`config.mk`:
```
export PLATFORM = sky130hd
export DESIGN_NAME = instr_mem_responder
export DESIGN_NICKNAME = d
export VERILOG_FILES = /design/src/rtl/instr_mem_pkg.sv /design/src/rtl/instr_byte_store.sv /design/src/rtl/instr_mem_responder.sv
export SDC_FILE = /design/constraint.sdc
export NUM_CORES = 1
export LEC_CHECK = 0
export ABC_AREA = 1
export CORE_UTILIZATION = 40
export DETAILED_ROUTE_END_ITERATION = 8
export HOLD_SLACK_MARGIN = 0.12
export PLACE_DENSITY = 0.59
export SLEW_MARGIN = 25
export SYNTH_ARGS = -nofsm -noshare
export SYNTH_HDL_FRONTEND = slang
export SYNTH_SLANG_ARGS = --single-unit
```
`constraint.sdc`:
```
create_clock -name clk -period 5.85 [get_ports clk]
set_clock_uncertainty 0.2 [all_clocks]
set_input_delay 0.8775 -clock clk [delete_from_list [all_inputs] [get_ports clk]]
set_output_delay 0.8775 -clock clk [all_outputs]
set_load 0.1 [all_outputs]
```
`src/rtl/instr_mem_pkg.sv`:
```
// rtl/instr_mem_pkg.sv - shared state encoding and size defaults for the instruction-fetch responder
package instr_mem_pkg;
  localparam int ADDRESS_WIDTH_DEF = 3;
  localparam int DATA_WIDTH_DEF    = 8;
  localparam int FETCH_WIDTH       = 2 * DATA_WIDTH_DEF;
  localparam int DEPTH_DEF         = 1 << ADDRESS_WIDTH_DEF;
  localparam logic [ADDRESS_WIDTH_DEF-1:0] ADDR_WRAP_MASK = ADDRESS_WIDTH_DEF'(DEPTH_DEF - 1);

  typedef logic [1:0] state_t;
  localparam state_t ST_IDLE = 2'd0;
  localparam state_t ST_WAIT = 2'd1;
  localparam state_t ST_RESP = 2'd2;
endpackage

```
`src/rtl/instr_byte_store.sv`:
```
// rtl/instr_byte_store.sv - byte register array, one synchronous write port, two combinational reads
module instr_byte_store
  import instr_mem_pkg::*;
#(
  parameter int ADDRESS_WIDTH = ADDRESS_WIDTH_DEF,
  parameter int DATA_WIDTH    = DATA_WIDTH_DEF
) (
  input  logic                     clk,
  input  logic                     rst,
  input  logic                     wr_en,
  input  logic [ADDRESS_WIDTH-1:0] wr_addr,
  input  logic [DATA_WIDTH-1:0]    wr_data,
  input  logic [ADDRESS_WIDTH-1:0] rd_addr_lo,
  output logic [DATA_WIDTH-1:0]    rd_data_lo,
  input  logic [ADDRESS_WIDTH-1:0] rd_addr_hi,
  output logic [DATA_WIDTH-1:0]    rd_data_hi
);
  localparam int DEPTH = 1 << ADDRESS_WIDTH;

  logic [DATA_WIDTH-1:0] r_mem [DEPTH];

  always_ff @(posedge clk) begin
    if (!rst) begin
      for (int i = 0; i < DEPTH; i++) r_mem[i] <= '0;
    end else if (wr_en) begin
      r_mem[wr_addr] <= wr_data;
    end
  end

  // Reads see the pre-edge contents, so a same-cycle write is read-before-write.
  assign rd_data_lo = r_mem[rd_addr_lo];
  assign rd_data_hi = r_mem[rd_addr_hi];
endmodule

```
`src/rtl/instr_mem_responder.sv`:
```
// rtl/instr_mem_responder.sv - IDLE/WAIT/RESP fetch responder returning {mem[a+1], mem[a]}
// Optional INSTR_MEM_LAST_HIT_EN: one-entry last-address tag lets a repeat fetch skip WAIT.
module instr_mem_responder
  import instr_mem_pkg::*;
#(
  parameter int ADDRESS_WIDTH = ADDRESS_WIDTH_DEF,
  parameter int DATA_WIDTH    = DATA_WIDTH_DEF,
  parameter int WAIT_STATES   = 1
) (
  input  logic                      clk,
  input  logic                      rst,
  input  logic                      req_valid,
  input  logic [ADDRESS_WIDTH-1:0]  req_addr,
  output logic                      req_ready,
  output logic                      rsp_valid,
  output logic [2*DATA_WIDTH-1:0]   rsp_data,
  input  logic                      rsp_ready,
  input  logic                      load_en,
  input  logic [ADDRESS_WIDTH-1:0]  load_addr,
  input  logic [DATA_WIDTH-1:0]     load_data
);
  localparam logic [2:0] WS_LAST = (WAIT_STATES == 0) ? 3'd0 : 3'(WAIT_STATES - 1);

  state_t                    r_state;
  logic [ADDRESS_WIDTH-1:0]  r_addr;
  logic [2:0]                r_cnt;
  logic [2*DATA_WIDTH-1:0]   r_rsp_data;
  logic [ADDRESS_WIDTH-1:0]  w_rd_addr;
  logic [ADDRESS_WIDTH-1:0]  w_rd_addr_hi;
  logic [DATA_WIDTH-1:0]     w_rd_lo;
  logic [DATA_WIDTH-1:0]     w_rd_hi;
  logic                      w_accept;
  logic                      w_hit;
  logic                      w_read;

  // With no wait states the read happens at the accept edge, straight off req_addr.
  assign w_rd_addr    = (r_state == ST_IDLE) ? req_addr : r_addr;
  assign w_rd_addr_hi = w_rd_addr + 1'b1;
  assign w_accept     = (r_state == ST_IDLE) && req_valid;
  assign w_read       = (WAIT_STATES == 0) ? (w_accept && !w_hit)
                                           : ((r_state == ST_WAIT) && (r_cnt == WS_LAST));

  instr_byte_store #(
    .ADDRESS_WIDTH (ADDRESS_WIDTH),
    .DATA_WIDTH    (DATA_WIDTH)
  ) u_store (
    .clk        (clk),
    .rst        (rst),
    .wr_en      (load_en),
    .wr_addr    (load_addr),
    .wr_data    (load_data),
    .rd_addr_lo (w_rd_addr),
    .rd_data_lo (w_rd_lo),
    .rd_addr_hi (w_rd_addr_hi),
    .rd_data_hi (w_rd_hi)
  );

`ifdef INSTR_MEM_LAST_HIT_EN
  logic [ADDRESS_WIDTH-1:0]  r_last_addr;
  logic                      r_last_valid;
  logic                      w_load_clobbers_tag;
  logic                      w_load_clobbers_read;

  assign w_load_clobbers_tag  = load_en && ((load_addr == r_last_addr) ||
                                            (load_addr == r_last_addr + 1'b1));
  assign w_load_clobbers_read = load_en && ((load_addr == w_rd_addr) ||
                                            (load_addr == w_rd_addr_hi));
  assign w_hit = r_last_valid && (req_addr == r_last_addr) && !w_load_clobbers_tag;

  // A load racing the read edge leaves rsp_data stale, so that read must not arm the tag.
  always_ff @(posedge clk) begin
    if (!rst) begin
      r_last_valid <= 1'b0;
      r_last_addr  <= '0;
    end else if (w_read) begin
      r_last_valid <= !w_load_clobbers_read;
      r_last_addr  <= w_rd_addr;
    end else if (w_load_clobbers_tag) begin
      r_last_valid <= 1'b0;
    end
  end
`else
  assign w_hit = 1'b0;
`endif

  always_ff @(posedge clk) begin
    if (!rst) begin
      r_state    <= ST_IDLE;
      r_addr     <= '0;
      r_cnt      <= '0;
      r_rsp_data <= '0;
    end else begin
      if (w_read) r_rsp_data <= {w_rd_hi, w_rd_lo};
      case (r_state)
        ST_IDLE: begin
          if (w_accept) begin
            r_addr  <= req_addr;
            r_cnt   <= '0;
            r_state <= (w_hit || (WAIT_STATES == 0)) ? ST_RESP : ST_WAIT;
          end
        end
        ST_WAIT: begin
          r_cnt <= r_cnt + 1'b1;
          if (r_cnt == WS_LAST) r_state <= ST_RESP;
        end
        ST_RESP: begin
          if (rsp_ready) r_state <= ST_IDLE;
        end
        default: r_state <= ST_IDLE;
      endcase
    end
  end

  assign req_ready = (r_state == ST_IDLE);
  assign rsp_valid = (r_state == ST_RESP);
  assign rsp_data  = r_rsp_data;
endmodule

```
==> flow_summary.ini, run 1 <==
[outcome]
status = finished, final reports clean

[routing]
viasPerCell = 5.22
drc = 0
drt_pass1_iterations = 5
avgRoutedWirePerCell_um = 16.2
ant_nets = 0
routed_wl_um = 12800
vias = 4110
drtIter0Drc = 308

[clock_network]
clock-sinks = 88
path_clk_slew_ns = 0.06
cts_resized = 0
post-cts-setup-buffer-count = 0
hold_buffers = 0
cts_root_buffer = clkbuf_16
insertion_delay_ns = 0.35
cts_tree = built
clockBufferDepth = 2
cts_made_buffers = 9
cts-htree-levels = 3

[worst_setup_path]
startpoint = req_addr[0]
crit_arrival_ns = 4.01
crit_type = primary input to register
critPathLaunchType = primary input
r2r-start = r_state[0]$_SDFFE_PN0P_
worstPathMaxFanout = 57
crit_required_ns = 5.87
worstSetupEndpointType = register

[sta]
slew_headroom_pct = 34.9
rsz0062_at_grt = false
setup_tns_ns = 0
finalCritPeriodShare_pct = 68.2
slew_violations = 0
setup_viol = 0
fmax_ghz = 0.250
fin_ws_ns = 1.86
tightest_slew_ns = 0.974
fin_crit_ns = 3.99
final_hold_viol_count = 0

[floorplan]
die_w_um = 110
rows = 39
core_um2 = 11400
fp.dieH_um = 110
start_util_pct = 41.2
dieArea_um2 = 12200
io_pins = 37

[pwr]
peakVddDrop_mv = 0.144
p_per_area_nw_per_um2 = 320
p_leak_uw = 0.00241

[synthesis]
synth-seq-area-share_pct = 51.1
syn_area_um2 = 4710
yosys_register_bits = 88
synthCells = 613
yosysTopAreaCellShare_pct = 40.8
ys_warn_count = 0
syn_avg_cell_area_um2 = 7.68
synthTopCellsByArea = edfxtp_1 41%, nand3_1 15%, nand2_1 12%
syn_nets = 635
synth_top_area_cell = edfxtp_1
synth_cell_types = 21

[placement]
gp_congestion = 0.932
place_hpwl_um = 9180
numPortBuffers = 36
preCtsSetupSlack_ns = 1.54

[grt]
first_global_vias = 3872
grt.total_usage_pct = 21.7
grt-ovfl-total = 0
antenna_found_initial = 0
grt_pass1_wl_um = 20600
grt_max_degree = 58

[final_layout]
nNetsFinal = 661
drive_above_1_share_pct = 4.50
layout_commonest_cell = nand2_1
n_antenna_cell = 0
mostFrequentLayoutCells = 150 x nand2_1, 138 x nand3_1, 89 x inv_1
syn_to_final_growth_pct = 14.8

[flow_run]
maxCapViolCount = 0

[min_path]
hp-class = register to register
min_from = r_cnt[2]$_SDFFE_PN0P_
==> worst max-delay path, cell delays in order <==
cell             delay, ns
clkdlybuf4s50_1       0.46
nand2_4               0.26
nand2_2               0.61
ha_1                  0.93
inv_1                 0.40
nand3_1               0.20
nand3_1               0.09
nand3_1               0.10
a21oi_1               0.06
==> routing by layer <==
layer	global-route usage [%]	share of wire, %	vias to the layer above
li1	-	-	2031
met1	31.6	48	1858
met2	31.8	41	187
met3	3.62	6.7	34
met4	9.51	3.5	0
met5	0	0	-
==> per-stage QoR <==
step | hold slack [ns] | total power (µW) | std cells | util [%] | area (µm²)
6_report | 0.274 | 1730 | 787 | 47.3 | 5400
5_1_grt | 0.296 | 1800 | 787 | 47.3 | 5400
4_1_cts | 0.271 | 1720 | 787 | 47.3 | 5400
3_5_place_dp | 0.261 | 1190 | 771 | 44.9 | 5130
3_3_place_gp | 0.254 | 1190 | 771 | 44.9 | 5130
2_1_floorplan | 0.242 | 1080 | 613 | - | 4710
==> state kept, by name, indices dropped and copies added, names as in the netlist <==
signal,count
r_addr,3
r_cnt,3
r_state,2
rsp_data,16
u_store.r_mem,64
==> path summary, 6_finish.rpt <==
| kind | slack (ns) | end | cells after the start |
|---|---|---|---|
| max | 1.86 | rsp_data[9]$_SDFFE_PN0P_ | 9 |
| min | 0.27 | r_cnt[2]$_SDFFE_PN0P_ | 2 |
| max reg2reg | 2.17 | rsp_data[9]$_SDFFE_PN0P_ | 10 |
| min reg2reg | 0.27 | r_cnt[2]$_SDFFE_PN0P_ | 2 |
==> cell families (layout without fill, tap and decap cells) <==
group,Yosys count,after routing,synth area share [%]
AND/OR/NAND/NOR,369,369,33.7
buffers and inverters,117,148,10.4
flip-flops,88,88,51.1
AO/OA/AOI/OAI,36,36,4.09
adder cells (fa/ha/maj),3,3,0.798
==> cells in the mapped netlist <==
library cell / instances
buf_2: 9
a21oi_1: 22
buf_6: 3
buf_4: 4
dfxtp_1: 24
nand2_4: 1
o21ai_2: 2
nand2_2: 5
buf_1: 1
a211oi_1: 2
inv_1: 89
nor2_1: 74
clkbuf_1: 7
edfxtp_1: 64
nand3_1: 138
nor2_4: 1
clkinv_1: 1
nand2_1: 150
o21ai_0: 10
ha_1: 3
inv_2: 3
==> final cells by class <==
type | count | area (µm²)
clock buffers | 10 | 229
clock inverters | 6 | 42.5
fillers | 1156 | 6020
inverters | 93 | 349
multi-input cells | 408 | 1820
flip-flops and latches | 88 | 2400
well taps | 143 | 179
repair buffers | 39 | 383
==> power breakdown <==
part | switching, µW | internal, µW
logic | 330 | 122
clock network | 255 | 290
registers | 17.2 | 712
(Power assumes the default switching activity.)
==> run 2: changes to the inputs <==
Settings changed: PLACE_DENSITY 0.59 to 0.62.
Clock period 5.85 ns to 3.6 ns, I/O delays scaled along.
==> run 2 against run 1 <==
  * Clock power is 87% higher
  * Sequential power is 63% higher
  * Non-clock buffer count is 1 higher
  * Clock-buffer cell count is 1 lower
  * Critical path type unchanged
  * Largest cell class unchanged
==> flow_summary.ini, run 2 (synthesized netlist as in run 1, its figures left out) <==
[worst_setup_path]
ff2ff_setup_slack_ns = 0.75
crit_type = primary input to register
r2r-start = r_state[0]$_SDFFE_PN0P_
critPathLaunchType = primary input
worstSetupEndpointType = register
crit_arrival_ns = 2.90
reg2reg_depth = 10
timing.rr.end = rsp_data[15]$_SDFFE_PN0P_
crit_required_ns = 3.61
worstPathMaxFanout = 25

[clock_network]
post-cts-setup-buffer-count = 0
hold_buffers = 0
cts_made_buffers = 9
cts-htree-levels = 3
clock-sinks = 88
cts_root_buffer = clkbuf_16
path_clk_slew_ns = 0.07
insertion_delay_ns = 0.34
cts_resized = 0
cts_tree = built
clockBufferDepth = 2

[floorplan]
dieArea_um2 = 12200
die_w_um = 110
io_pins = 37
fp.dieH_um = 110
start_util_pct = 41.2
core_um2 = 11400
rows = 39

[placement]
dpl.cell_count = 772
gp_congestion = 0.957
place_hpwl_um = 9900
numPortBuffers = 36

[routing]
ant_nets = 0
routed_wl_um = 13500
drt_pass1_iterations = 5
drtIter0Drc = 324
viasPerCell = 5.30
avgRoutedWirePerCell_um = 17.2
vias = 4171
drc = 0

[sta]
fin_crit_ns = 2.89
tightest_slew_ns = 0.992
finalCritPeriodShare_pct = 80.2
setup_tns_ns = 0
slew_headroom_pct = 33.7
slew_violations = 0
rsz0062_at_grt = false
fmax_ghz = 0.346
setup_viol = 0
final_hold_viol_count = 0

[grt]
grt_pass1_wl_um = 21500
grt-ovfl-total = 0
first_global_vias = 3850
antenna_found_initial = 0
grt.total_usage_pct = 23.0
grt_max_degree = 57

[pwr]
p_per_area_nw_per_um2 = 543
p_seq_share_pct = 40.1
pwr-share-clk_pct = 34.7
power.switching_uw = 994
peakVddDrop_mv = 0.216
internal_power_uw = 1960
p_leak_uw = 0.00244
swShare_pct = 33.6
combPwrFrac_pct = 25.2

[final_layout]
mostFrequentLayoutCells = 150 x nand2_1, 138 x nand3_1, 89 x inv_1
multi_input_area_um2 = 1820
regMostFlops = u_store.r_mem
nNetsFinal = 662
drive_above_1_share_pct = 4.97
syn_to_final_growth_pct = 15.8
layout_commonest_cell = nand2_1
num-fill-cells = 1188
instances_no_fill = 787
n_antenna_cell = 0
regArea_um2 = 2400
largest_reg_flops = 64

[flow_run]
maxCapViolCount = 0

[min_path]
min_from = rsp_data[10]$_SDFFE_PN0P_
worstHoldPathCells = 2
hp-class = register to register
holdPathEnd = rsp_data[10]$_SDFFE_PN0P_

[outcome]
status = finished, final reports clean
## run 2: changes by cell type in the layout (fill, tap and decap cells not counted)
cell,previous run,this run
clkinv_2,1,0
clkdlybuf4s50_1,36,34
inv_6,2,1
buf_4,3,6
clkinv_4,1,0
bufinv_16,0,2
clkbuf_1,1,0
inv_8,0,1
## run 2: worst max path at each step
stage                                  from                         to  slack (ns)  depth (start not counted)
floorplan           r_state[1]$_SDFFE_PN0P_  rsp_data[10]$_SDFFE_PN0P_        0.69                         13
global placement                req_addr[0]  rsp_data[14]$_SDFFE_PN0P_        0.49                          9
detailed placement              req_addr[0]  rsp_data[13]$_SDFFE_PN0P_        0.41                          9
CTS                             req_addr[0]  rsp_data[13]$_SDFFE_PN0P_        0.76                          9
global route        r_state[0]$_SDFFE_PN0P_  rsp_data[15]$_SDFFE_PN0P_        0.49                         10
finish                          req_addr[0]  rsp_data[15]$_SDFFE_PN0P_        0.71                          9
## run 2: per-layer routing
metal / vias up / track usage [%] / share of wire (%)
met5: - / 0 / 0
met4: 0 / 8.44 / 2.6
met3: 20 / 3.90 / 6.5
met2: 180 / 34.6 / 44
met1: 1938 / 33.2 / 47
li1: 2033 / - / -
## run 2: final cells by class
cell class	instances	share of cell area [%]
Multi-Input combinational cell	408	33.3
Timing Repair Buffer	40	7.07
Sequential cell	88	44.1
Clock buffer	9	4.13
Clock inverter	6	1.68
Tap cell	143	3.28
Inverter	93	6.41
## run 2: metrics by stage
step	instance area [µm²]	utilization [%]	total power, µW	worst slack (ns)	hold WS, ns
finish	5450	47.7	2960	0.714	0.265
CTS	5450	47.7	2960	0.758	0.271
global route	5450	47.7	3070	0.490	0.299
floorplan	4710	-	1750	0.688	0.242
detailed placement	5130	44.9	1950	0.406	0.260
global placement	5130	44.9	1950	0.490	0.256
## run 2: worst max-delay path, cell delays in order
cell             delay [ns]
clkdlybuf4s50_1        0.47
nand2_4                0.27
nand2_2                0.09
ha_1                   0.65
inv_1                  0.41
nand3_1                0.21
nand3_1                0.09
nand3_1                0.09
a21oi_1                0.06
## run 2: power groups by stage
stage                     combinational (µW)  clock (µW)  sequential (µW)
final                                    746        1020             1190
after global routing                     808        1070             1190
after CTS                                741        1030             1190
after detailed placement                 738           0             1210
after global placement                   740           0             1210
after floorplan                          418           0             1330
